[config.mk]
export PLATFORM = sky130hd
export DESIGN_NAME = z_core_axil_master
export DESIGN_NICKNAME = d
export VERILOG_FILES = /design/src/rtl/z_core_pkg.sv /design/src/rtl/z_core_lsu_align.sv /design/src/rtl/z_core_axil_master.sv
export SDC_FILE = /design/constraint.sdc
export NUM_CORES = 1
export LEC_CHECK = 0
export BUFFER_PORTS_ARGS = -buffer_cell sky130_fd_sc_hd__buf_2
export CORE_ASPECT_RATIO = 0.6
export CORE_UTILIZATION = 40
export DETAILED_ROUTE_END_ITERATION = 10
export GPL_TIMING_DRIVEN = 0
export HOLD_SLACK_MARGIN = 0.08
export PLACE_DENSITY = 0.75
export SETUP_SLACK_MARGIN = 0.5
export SYNTH_ARGS = -nofsm -noshare
export SYNTH_HDL_FRONTEND = slang
export SYNTH_HIERARCHICAL = 1
export SYNTH_SLANG_ARGS = --single-unit
[constraint.sdc]
create_clock -name clk -period 2.5 [get_ports clk]
set_input_delay 0.625 -clock clk [delete_from_list [all_inputs] [get_ports clk]]
set_output_delay 0.625 -clock clk [all_outputs]
set_load 0.03 [all_outputs]
[src/rtl/z_core_pkg.sv]
// Shared encodings for the Z-Core memory bridge: access sizes, AXI response
// codes, protection attributes and the bridge FSM state type.
package z_core_pkg;

    localparam logic [1:0] SIZE_B = 2'd0;
    localparam logic [1:0] SIZE_H = 2'd1;
    localparam logic [1:0] SIZE_W = 2'd2;

    localparam logic [1:0] AXI_RESP_OKAY   = 2'b00;
    localparam logic [1:0] AXI_RESP_SLVERR = 2'b10;
    localparam logic [1:0] AXI_RESP_DECERR = 2'b11;

    localparam logic [2:0] PROT_DATA  = 3'b000;
    localparam logic [2:0] PROT_INSTR = 3'b100;

    typedef enum logic [2:0] {
        ST_IDLE    = 3'd0,
        ST_WR      = 3'd1,
        ST_WR_RESP = 3'd2,
        ST_RD_ADDR = 3'd3,
        ST_RD_DATA = 3'd4,
        ST_DONE    = 3'd5
    } zc_state_t;

    // Size 3 is illegal; halves need an even address, words a 4-byte aligned one.
    function automatic logic zc_misaligned(input logic [1:0] size, input logic [1:0] off);
        logic bad;
        bad = 1'b0;
        case (size)
            SIZE_B:  bad = 1'b0;
            SIZE_H:  bad = off[0];
            SIZE_W:  bad = (off != 2'b00);
            default: bad = 1'b1;
        endcase
        return bad;
    endfunction

endpackage

[src/rtl/z_core_lsu_align.sv]
// Combinational byte-lane steering for the Z-Core bridge: store data
// replication and strobes, load lane extraction with sign/zero extension,
// and the illegal/misaligned request check.
module z_core_lsu_align
    import z_core_pkg::*;
(
    input  logic [1:0]  i_wr_size,
    input  logic [1:0]  i_wr_off,
    input  logic [31:0] i_wr_data,
    output logic [31:0] o_wr_data,
    output logic [3:0]  o_wr_strb,
    output logic        o_misaligned,
    input  logic [1:0]  i_rd_size,
    input  logic [1:0]  i_rd_off,
    input  logic        i_rd_unsigned,
    input  logic        i_rd_instr,
    input  logic [31:0] i_rd_data,
    output logic [31:0] o_rd_data
);

    logic [31:0] w_rd_shift;

    // Move the addressed lane down to bit 0 before extension.
    assign w_rd_shift   = i_rd_data >> {i_rd_off, 3'b000};
    assign o_misaligned = zc_misaligned(i_wr_size, i_wr_off);

    // Store side: replicate the right-aligned data into every lane and enable the addressed ones.
    always_comb begin
        o_wr_data = i_wr_data;
        o_wr_strb = 4'b1111;
        case (i_wr_size)
            SIZE_B: begin
                o_wr_data = {4{i_wr_data[7:0]}};
                o_wr_strb = 4'b0001 << i_wr_off;
            end
            SIZE_H: begin
                o_wr_data = {2{i_wr_data[15:0]}};
                o_wr_strb = 4'b0011 << i_wr_off;
            end
            default: begin
                o_wr_data = i_wr_data;
                o_wr_strb = 4'b1111;
            end
        endcase
    end

    // Load side: extend the selected lane; instruction fetches always return the whole word.
    always_comb begin
        o_rd_data = i_rd_data;
        if (!i_rd_instr) begin
            case (i_rd_size)
                SIZE_B:  o_rd_data = i_rd_unsigned ? {24'd0, w_rd_shift[7:0]}
                                                   : {{24{w_rd_shift[7]}}, w_rd_shift[7:0]};
                SIZE_H:  o_rd_data = i_rd_unsigned ? {16'd0, w_rd_shift[15:0]}
                                                   : {{16{w_rd_shift[15]}}, w_rd_shift[15:0]};
                default: o_rd_data = i_rd_data;
            endcase
        end
    end

endmodule

[src/rtl/z_core_axil_master.sv]
// AXI4-Lite master bridge for the multicycle Z-Core. One request at a time
// becomes a single AXI4-Lite read or write; exactly one response per request.
//
// Handshake rules: a transfer on any channel (core request or AXI) happens on
// a rising edge where both valid and ready are high. The bridge's valids and
// readies are registers and never depend combinationally on the opposite
// ready/valid; payload outputs are held constant while their valid is high.
module z_core_axil_master
    import z_core_pkg::*;
#(
    parameter int ADDR_WIDTH = 32,
    parameter int DATA_WIDTH = 32,
    parameter int STRB_WIDTH = DATA_WIDTH / 8
) (
    input  logic                  clk,
    input  logic                  rst,

    input  logic                  req_valid,
    output logic                  req_ready,
    input  logic                  req_we,
    input  logic                  req_instr,
    input  logic [1:0]            req_size,
    input  logic                  req_unsigned,
    input  logic [ADDR_WIDTH-1:0] req_addr,
    input  logic [DATA_WIDTH-1:0] req_wdata,
    output logic                  rsp_valid,
    output logic [DATA_WIDTH-1:0] rsp_rdata,
    output logic                  rsp_err,
    output zc_state_t             dbg_state,

    output logic [ADDR_WIDTH-1:0] m_axil_awaddr,
    output logic [2:0]            m_axil_awprot,
    output logic                  m_axil_awvalid,
    input  logic                  m_axil_awready,
    output logic [DATA_WIDTH-1:0] m_axil_wdata,
    output logic [STRB_WIDTH-1:0] m_axil_wstrb,
    output logic                  m_axil_wvalid,
    input  logic                  m_axil_wready,
    input  logic [1:0]            m_axil_bresp,
    input  logic                  m_axil_bvalid,
    output logic                  m_axil_bready,
    output logic [ADDR_WIDTH-1:0] m_axil_araddr,
    output logic [2:0]            m_axil_arprot,
    output logic                  m_axil_arvalid,
    input  logic                  m_axil_arready,
    input  logic [DATA_WIDTH-1:0] m_axil_rdata,
    input  logic [1:0]            m_axil_rresp,
    input  logic                  m_axil_rvalid,
    output logic                  m_axil_rready
);

    zc_state_t             r_state;
    logic                  r_req_ready;
    logic                  r_rsp_valid;
    logic                  r_rsp_err;
    logic [DATA_WIDTH-1:0] r_rsp_rdata;

    // Request attributes still needed once the read data returns.
    logic [1:0]            r_size;
    logic [1:0]            r_off;
    logic                  r_unsigned;
    logic                  r_instr;

    logic [ADDR_WIDTH-1:0] r_awaddr;
    logic [2:0]            r_awprot;
    logic                  r_awvalid;
    logic [DATA_WIDTH-1:0] r_wdata;
    logic [STRB_WIDTH-1:0] r_wstrb;
    logic                  r_wvalid;
    logic                  r_bready;
    logic [ADDR_WIDTH-1:0] r_araddr;
    logic [2:0]            r_arprot;
    logic                  r_arvalid;
    logic                  r_rready;

    logic [DATA_WIDTH-1:0] w_wr_data;
    logic [STRB_WIDTH-1:0] w_wr_strb;
    logic                  w_misaligned;
    logic [DATA_WIDTH-1:0] w_rd_data;
    logic                  w_aw_done;
    logic                  w_w_done;
    logic [ADDR_WIDTH-1:0] w_word_addr;

    // Store steering and the legality check look at the live request so the
    // decision is made on the accepting edge; load extraction uses the
    // captured attributes against the returning read data.
    z_core_lsu_align u_align (
        .i_wr_size     (req_size),
        .i_wr_off      (req_addr[1:0]),
        .i_wr_data     (req_wdata),
        .o_wr_data     (w_wr_data),
        .o_wr_strb     (w_wr_strb),
        .o_misaligned  (w_misaligned),
        .i_rd_size     (r_size),
        .i_rd_off      (r_off),
        .i_rd_unsigned (r_unsigned),
        .i_rd_instr    (r_instr),
        .i_rd_data     (m_axil_rdata),
        .o_rd_data     (w_rd_data)
    );

    // A write channel is finished once its valid has dropped or handshakes this edge.
    assign w_aw_done   = !r_awvalid || m_axil_awready;
    assign w_w_done    = !r_wvalid  || m_axil_wready;
    assign w_word_addr = {req_addr[ADDR_WIDTH-1:2], 2'b00};

    // Bridge FSM: owns every registered output, including all AXI channel signals.
    always_ff @(posedge clk) begin
        if (rst) begin
            r_state     <= ST_IDLE;
            r_req_ready <= 1'b1;
            r_rsp_valid <= 1'b0;
            r_rsp_err   <= 1'b0;
            r_rsp_rdata <= '0;
            r_size      <= SIZE_W;
            r_off       <= 2'b00;
            r_unsigned  <= 1'b0;
            r_instr     <= 1'b0;
            r_awaddr    <= '0;
            r_awprot    <= PROT_DATA;
            r_awvalid   <= 1'b0;
            r_wdata     <= '0;
            r_wstrb     <= '0;
            r_wvalid    <= 1'b0;
            r_bready    <= 1'b0;
            r_araddr    <= '0;
            r_arprot    <= PROT_DATA;
            r_arvalid   <= 1'b0;
            r_rready    <= 1'b0;
        end else begin
            case (r_state)
                ST_IDLE: begin
                    if (req_valid) begin
                        r_req_ready <= 1'b0;
                        r_size      <= req_size;
                        r_off       <= req_addr[1:0];
                        r_unsigned  <= req_unsigned;
                        r_instr     <= req_instr;
                        if (w_misaligned) begin
                            // Rejected locally: nothing reaches the interconnect.
                            r_rsp_valid <= 1'b1;
                            r_rsp_err   <= 1'b1;
                            r_rsp_rdata <= '0;
                            r_state     <= ST_DONE;
                        end else if (req_we) begin
                            r_awaddr  <= w_word_addr;
                            r_awprot  <= PROT_DATA;
                            r_wdata   <= w_wr_data;
                            r_wstrb   <= w_wr_strb;
                            r_awvalid <= 1'b1;
                            r_wvalid  <= 1'b1;
                            r_state   <= ST_WR;
                        end else begin
                            r_araddr  <= w_word_addr;
                            r_arprot  <= req_instr ? PROT_INSTR : PROT_DATA;
                            r_arvalid <= 1'b1;
                            r_state   <= ST_RD_ADDR;
                        end
                    end
                end
                ST_WR: begin
                    if (r_awvalid && m_axil_awready) begin
                        r_awvalid <= 1'b0;
                    end
                    if (r_wvalid && m_axil_wready) begin
                        r_wvalid <= 1'b0;
                    end
                    if (w_aw_done && w_w_done) begin
                        r_bready <= 1'b1;
                        r_state  <= ST_WR_RESP;
                    end
                end
                ST_WR_RESP: begin
                    if (m_axil_bvalid) begin
                        r_bready    <= 1'b0;
                        r_rsp_valid <= 1'b1;
                        r_rsp_err   <= (m_axil_bresp != AXI_RESP_OKAY);
                        r_rsp_rdata <= '0;
                        r_state     <= ST_DONE;
                    end
                end
                ST_RD_ADDR: begin
                    if (m_axil_arready) begin
                        r_arvalid <= 1'b0;
                        r_rready  <= 1'b1;
                        r_state   <= ST_RD_DATA;
                    end
                end
                ST_RD_DATA: begin
                    if (m_axil_rvalid) begin
                        r_rready    <= 1'b0;
                        r_rsp_valid <= 1'b1;
                        r_rsp_err   <= (m_axil_rresp != AXI_RESP_OKAY);
                        r_rsp_rdata <= (m_axil_rresp != AXI_RESP_OKAY) ? '0 : w_rd_data;
                        r_state     <= ST_DONE;
                    end
                end
                ST_DONE: begin
                    r_rsp_valid <= 1'b0;
                    r_rsp_err   <= 1'b0;
                    r_req_ready <= 1'b1;
                    r_state     <= ST_IDLE;
                end
                default: begin
                    r_state     <= ST_IDLE;
                    r_req_ready <= 1'b1;
                    r_rsp_valid <= 1'b0;
                end
            endcase
        end
    end

    assign req_ready      = r_req_ready;
    assign rsp_valid      = r_rsp_valid;
    assign rsp_err        = r_rsp_err;
    assign rsp_rdata      = r_rsp_rdata;
    assign dbg_state      = r_state;

    assign m_axil_awaddr  = r_awaddr;
    assign m_axil_awprot  = r_awprot;
    assign m_axil_awvalid = r_awvalid;
    assign m_axil_wdata   = r_wdata;
    assign m_axil_wstrb   = r_wstrb;
    assign m_axil_wvalid  = r_wvalid;
    assign m_axil_bready  = r_bready;
    assign m_axil_araddr  = r_araddr;
    assign m_axil_arprot  = r_arprot;
    assign m_axil_arvalid = r_arvalid;
    assign m_axil_rready  = r_rready;

endmodule

-- After elaboration in Yosys (flattened, before gate mapping)
Cells that the tools add are included.
- register bits after elaboration: 148
- bits of input ports: 113
- word-level logic and storage cells: 129
- equality and inequality tests: 19
- shifts and indexed selects: 3
- muxes and demuxes: 50
- bitwise logic cells: 4
- reductions and logical operators: 34
- operator list (cell ; number):
    two-way mux 32 bit ; 8
    one-hot mux 32 bit (2 select lines) ; 2
    one-hot mux 32 bit (3 select lines) ; 1
    AND reduction 5 bit ; 7
    >> shifter 32 x 5 -> 16 bit ; 1
    two-way mux 3 bit ; 7
    two-way mux 1 bit ; 20
    inequality test 2 bit, second input constant ; 10
    one-hot mux 3 bit (5 select lines) ; 1
    nonzero test 2 bit ; 7
    one-hot mux 1 bit (2 select lines) ; 6
    one-hot mux 1 bit (4 select lines) ; 2
    one-hot mux 4 bit (2 select lines) ; 1
    AND reduction 4 bit ; 2
    equality test 3 x 2 -> 1 bit, second input constant ; 2
    equality test 3 bit, second input constant ; 2
    AND reduction 3 bit ; 2
    equality test 2 x 1 -> 1 bit, second input constant ; 2
    zero test 2 bit ; 2
    inverter 1 bit ; 4
    AND reduction 2 bit ; 2
    nonzero test 4 bit ; 1
    OR reduction 4 bit ; 1
    left shift 1 x 2 -> 4 bit, first input constant ; 1
    other kinds (12) ; 16

-- Logic depth before layout (Yosys ltp)
- word-level depth: 7
- gate-level depth with buffers: 9
- gate-level depth less buffers: 6

-- Cells and area by module
The synthesis kept the hierarchy.
- by module, submodules not included (module ; instances ; cells an instance ; area an instance (um^2)):
    z_core_axil_master ; 1 ; 674 ; 5646.7
    z_core_lsu_align ; 1 ; 193 ; 1260.0

-- Worst setup path after synthesis
Ideal clock, no wire load.
- path kind: input -> register
- start: input req_size[1]
- end: register r_awaddr[11], in the netlist m_axil_awaddr[11]
- arrival: 2.180 ns
- slack: 0.250 ns
- stages: 8
- cell sequence: buf_1 > o21a_1 > o22a_1 > nand3b_1 > clkbuf_1 > clkbuf_1 > nand2_1 > a21oi_1
- word-level cells in the longest chain between the ends: 4
- RTL lines (element ; RTL line ; text):
    start: declaration ; z_core_axil_master.sv:22 ; input logic [1:0] req_size,
    equality test 2 bit (tied with other cells) ; z_core_pkg.sv:29 ; case (size)
    one-hot mux 1 bit (3 select lines) (*) ; z_core_pkg.sv:29 ;
    via w_misaligned ; z_core_axil_master.sv:78 ; logic w_misaligned;
    inverter 1 bit (no source line) (*) ; -- ;
    AND reduction 4 bit (no source line) (*) ; -- ;
    end signal: assignment ; z_core_axil_master.sv:146 ; r_awaddr <= w_word_addr;
    end: declaration ; z_core_axil_master.sv:64 ; logic [ADDR_WIDTH-1:0] r_awaddr;
Mark *: on every way through the listed nets, which the timed path passes. The rest lies on a longest branch.
A chain may end at the register's enable or synchronous reset.

-- Worst setup path in the final report
- start: register r_instr
- end: register r_rsp_rdata[30], in the netlist rsp_rdata[30]
- word-level cells in the longest chain between the ends: 4
- RTL lines (element ; RTL line ; text):
    start: declaration ; z_core_axil_master.sv:62 ; logic r_instr;
    start signal: assignment ; z_core_axil_master.sv:138 ; r_instr <= req_instr;
    two-way mux 32 bit ; z_core_lsu_align.sv:50 ; if (!i_rd_instr) begin
    via w_rd_data[30] ; z_core_axil_master.sv:79 ; logic [DATA_WIDTH-1:0] w_rd_data;
    two-way mux 32 bit ; z_core_axil_master.sv:194 ; r_rsp_rdata <= (m_axil_rresp != AXI_RESP_OKAY) ? '0 : w_rd_data;
    two-way mux 32 bit ; z_core_axil_master.sv:190 ; if (m_axil_rvalid) begin
    one-hot mux 32 bit (3 select lines) ; z_core_axil_master.sv:131 ; case (r_state)
    end signal: assignment ; z_core_axil_master.sv:194 ;
    end: declaration ; z_core_axil_master.sv:56 ; logic [DATA_WIDTH-1:0] r_rsp_rdata;
The timed path passes the listed nets, and every way through them passes these cells. The select of a mux whose other input is x is not followed.

==> parameters.txt <==
Parameter                              Value

Flow run
  Number of maximum-capacitance violations ... 0

Detailed routing
  # DRC ... 0
  Uppermost layer routed ... met4
  Via count normalized by instance count ... roughly 5.1
  Met3 wire len ... 2024 microns
  Starting DRT DRC Count ... 630
  Post-detailed-route count of antenna-violating nets ... 0
  Routed wire length ... 23130 microns
  Drt pass-1 iters ... 5
  Number of vias in the routed layout ... 7098
  Detail-routed net length per standard cell ... 16.54 microns
  Detailed route wirelength on metal2 ... 9660 microns
  Routed length on met1 ... 11230 microns

Clock network
  Hold Buf Count CTS ... 0
  CTS HTree Levels ... 4
  TritonCTS sink count ... between 100 and 150
  Worst-skew pair later-pin latency ... around 0.43 ns
  Clock Root Buffer ... clkbuf_16
  Clock slew at reported path FFs ... 0.07 ns
  TritonCTS clock tree ... done
  Maximum count of clock buffers along a single path ... 2
  Number of buffers created by CTS ... 17

Hold path
  Type of the tightest min-delay check ... primary input to register
  Hold EP ... m_axil_wvalid
  Worst hold path cell count ... 2
  Min-Delay Startpoint ... m_axil_wready

Floorplan
  Placement Rows ... 36
  Boundary Pins ... 262
  Total die area ... 17810 sq um
  Total core area ... 16530 sq um
  Initial core utilization ... 41.78%
  Height of the chip ... 103.8 microns
  Horizontal die dimension ... roughly 170 microns

Power and ir drop
  Total power draw ... 7.945 mW
  Largest vdd supply drop ... roughly 0.39 mV
  Pwr/cell area ... 858.2 nW/um^2
  Static leakage power ... between 4 and 5 nW

Yosys
  Fraction of the yosys area taken by sequential cells ... 42.32%
  Synthesized netlist cell count ... roughly 870
  Top cells by area in the synthesized netlist ... dfxtp_1, nand2_1, a21oi_1
  Number of synthesized register bits ... 146
  Average size of a mapped cell ... roughly 8 sq um
  Ys async rst share ... 0%
  Cell type with the highest aggregate area in the netlist ... dfxtp_1
  Flip-flop cell with the highest count after synthesis ... dfxtp_1
  Most frequent cells after synthesis ... nand2_1, dfxtp_1, a21oi_1
  Top-count cell post-synth ... nand2_1
  Portion of synthesized cell area occupied by the leading cell type ... 42.32%
  Number of warnings reported in the yosys synthesis log ... 6
  Count of cell types in the netlist ... 49
  Count of flip-flops with a built-in enable after synthesis ... 0
  Area of the mapped netlist ... 6907 sq um

Critical path
  Capturing element type of the critical path ... register
  Worst EP arrival ... 2.31 ns
  Beginning of the worst register-to-register path ... r_instr
  Category of the critical setup timing path ... register to register
  FF-to-FF path depth ... 9
  Flop-to-flop setup slack ... 0.54 ns
  Crit. Startpoint ... r_instr
  Required time reported for the critical path endpoint ... 2.85 ns
  Critical path fanouts, max ... 6
  Element type at the critical path start ... register
  Reg-to-Reg End ... rsp_rdata[30]

Global route
  Wire length of the first global-routing pass ... between 30000 and 40000 microns
  Maximum number of pins on one net before global-route repair ... 18
  Overall Global Routing Usage ... between 20% and 30%
  Initial antenna violation count ... 0
  Vias in the first global route ... 6393
  Overall overflow remaining after global route ... 0

Finish
  Post-layout nets ... 1270
  Number of antenna cells inserted ... 0
  Multi-input gate area in the final layout ... 3556 sq um
  Number of fill cells in the layout ... 1588
  Sequential Area ... slightly below 3000 sq um
  Synth-to-Final Area Change ... 34.04%
  Layout cells sized above 1 ... 33.59%

Placed design
  Routability Congestion ... 0.9271
  Count of port buffers added during placement ... 252
  Post-DP HPWL ... between 15000 and 20000 microns

Timing
  Number of pins exceeding their max-slew limit in the final report ... 0
  Aggregate negative setup slack ... 0 ns
  Crit share post-route ... between 70% and 80%
  Maximum clock frequency ... 0.5096 GHz
  Relative slew margins ... between 40% and 50%
  Unrepaired setup endpoints after global routing ... true
  Final setup violation count ... 0
  Post-layout min period ... slightly below 2 ns
  Post-route worst hold slack ... ~0.43 ns
  Final Hold Vio Count ... 0
  Worst-margin pin slew ... approximately 0.80 ns
  Post-Route Skew ... 0.009524 ns

Status
  Run status ... complete, no violations
-- how the worst max path moves through the flow --
stage                              to  cells after the start
floorplan           m_axil_awaddr[11]                      7
finish                  rsp_rdata[30]                      9
CTS                     rsp_rdata[30]                      8
global placement    m_axil_awaddr[11]                      8
detailed placement  m_axil_awaddr[25]                      8
global route             rsp_rdata[7]                      8
-- cells by family after synthesis --
kind of cell    synth area share, %
other cells                 0.05430
compound gates                16.25
simple gates                  23.61
buf+inv                       7.047
mux                           10.60
flops                         42.32
xor+xnor                     0.1268
-- per-stage QoR --
| step | instances | setup WS, ns | util (%) | cell area (sq um) |
|---|---|---|---|---|
| 2_1_floorplan | 875 | 0.5211 | - | 6978 |
| 3_3_place_gp | 1355 | -0.3013 | 51.57 | 8524 |
| 6_report | 1398 | 0.5377 | 56.00 | 9258 |
| 3_5_place_dp | 1355 | -0.3537 | 51.57 | 8524 |
| 5_1_grt | 1398 | 0.4322 | 56.00 | 9258 |
| 4_1_cts | 1389 | 0.5057 | 55.30 | 9141 |
-- power breakdown --
group,switching (mW),total (mW),internal [mW]
combinational,1.69,2.74,1.05
clock,1.19,2.54,1.34
sequential,0.138,2.67,2.53
total,3.03,7.95,4.92
-- metal layers --
layer  vias up  global-route usage, %
li1       3452                      -
met1      3320                  37.66
met2       306                  37.13
met3        20                  5.923
met4         0                  6.059
met5         -                      0
-- critical path, stage by stage (launching register included) --
cell,delay (ns)
dfxtp_4,0.35
or2_1,0.25
buf_6,0.12
a311o_1,0.35
a211oi_4,0.21
buf_4,0.19
buf_6,0.13
a21o_1,0.11
nand2_1,0.06
mux2i_1,0.12
-- flip-flops by register name (all words and copies together), names as in the netlist --
signal          cells
dbg_state           3
m_axil_araddr      30
m_axil_arprot       1
m_axil_arvalid      1
m_axil_awaddr      30
m_axil_awvalid      1
m_axil_bready       1
m_axil_rready       1
m_axil_wdata       32
m_axil_wstrb        4
m_axil_wvalid       1
r_instr             1
r_off               2
r_size              2
r_unsigned          1
req_ready           1
rsp_err             1
rsp_rdata          32
rsp_valid           1
-- cell usage in the layout, fill, tap and decap left out, types with 3 or more instances in the layout --
master	instances
buf_2	264
nand2_1	251
dfxtp_1	144
a21oi_1	116
mux2i_1	54
nor2_1	49
nand2b_1	37
buf_4	30
clkbuf_1	22
o21ai_0	20
clkbuf_16	17
mux2_2	17
a21o_1	16
buf_6	13
and2_1	9
clkbuf_4	9
conb_1	9
nor2b_1	8
o221a_2	8
inv_1	6
clkbuf_2	6
nor3_1	5
inv_8	5
o21bai_1	4
inv_6	4
a211oi_1	3
clkinv_8	3
-- final cells by class --
type	count	area share (%)
multi-input combinational	641	38.41
tap	228	3.082
inverter	6	0.2433
clock buffer	17	4.595
clock inverter	15	1.771
buffer	82	5.717
timing repair buffer	263	14.56
sequential	146	31.63
-- timing repair --
| action | 4_1_cts | 5_1_grt |
|---|---|---|
| gates resized for setup | 8 | 30 |
| pin swaps | 2 | 6 |
| endpoints found under the setup margin | 126 | 105 |
| gates cloned | 0 | 1 |
| setup buffers | 2 | 8 |
(Power assumes the default switching activity.)
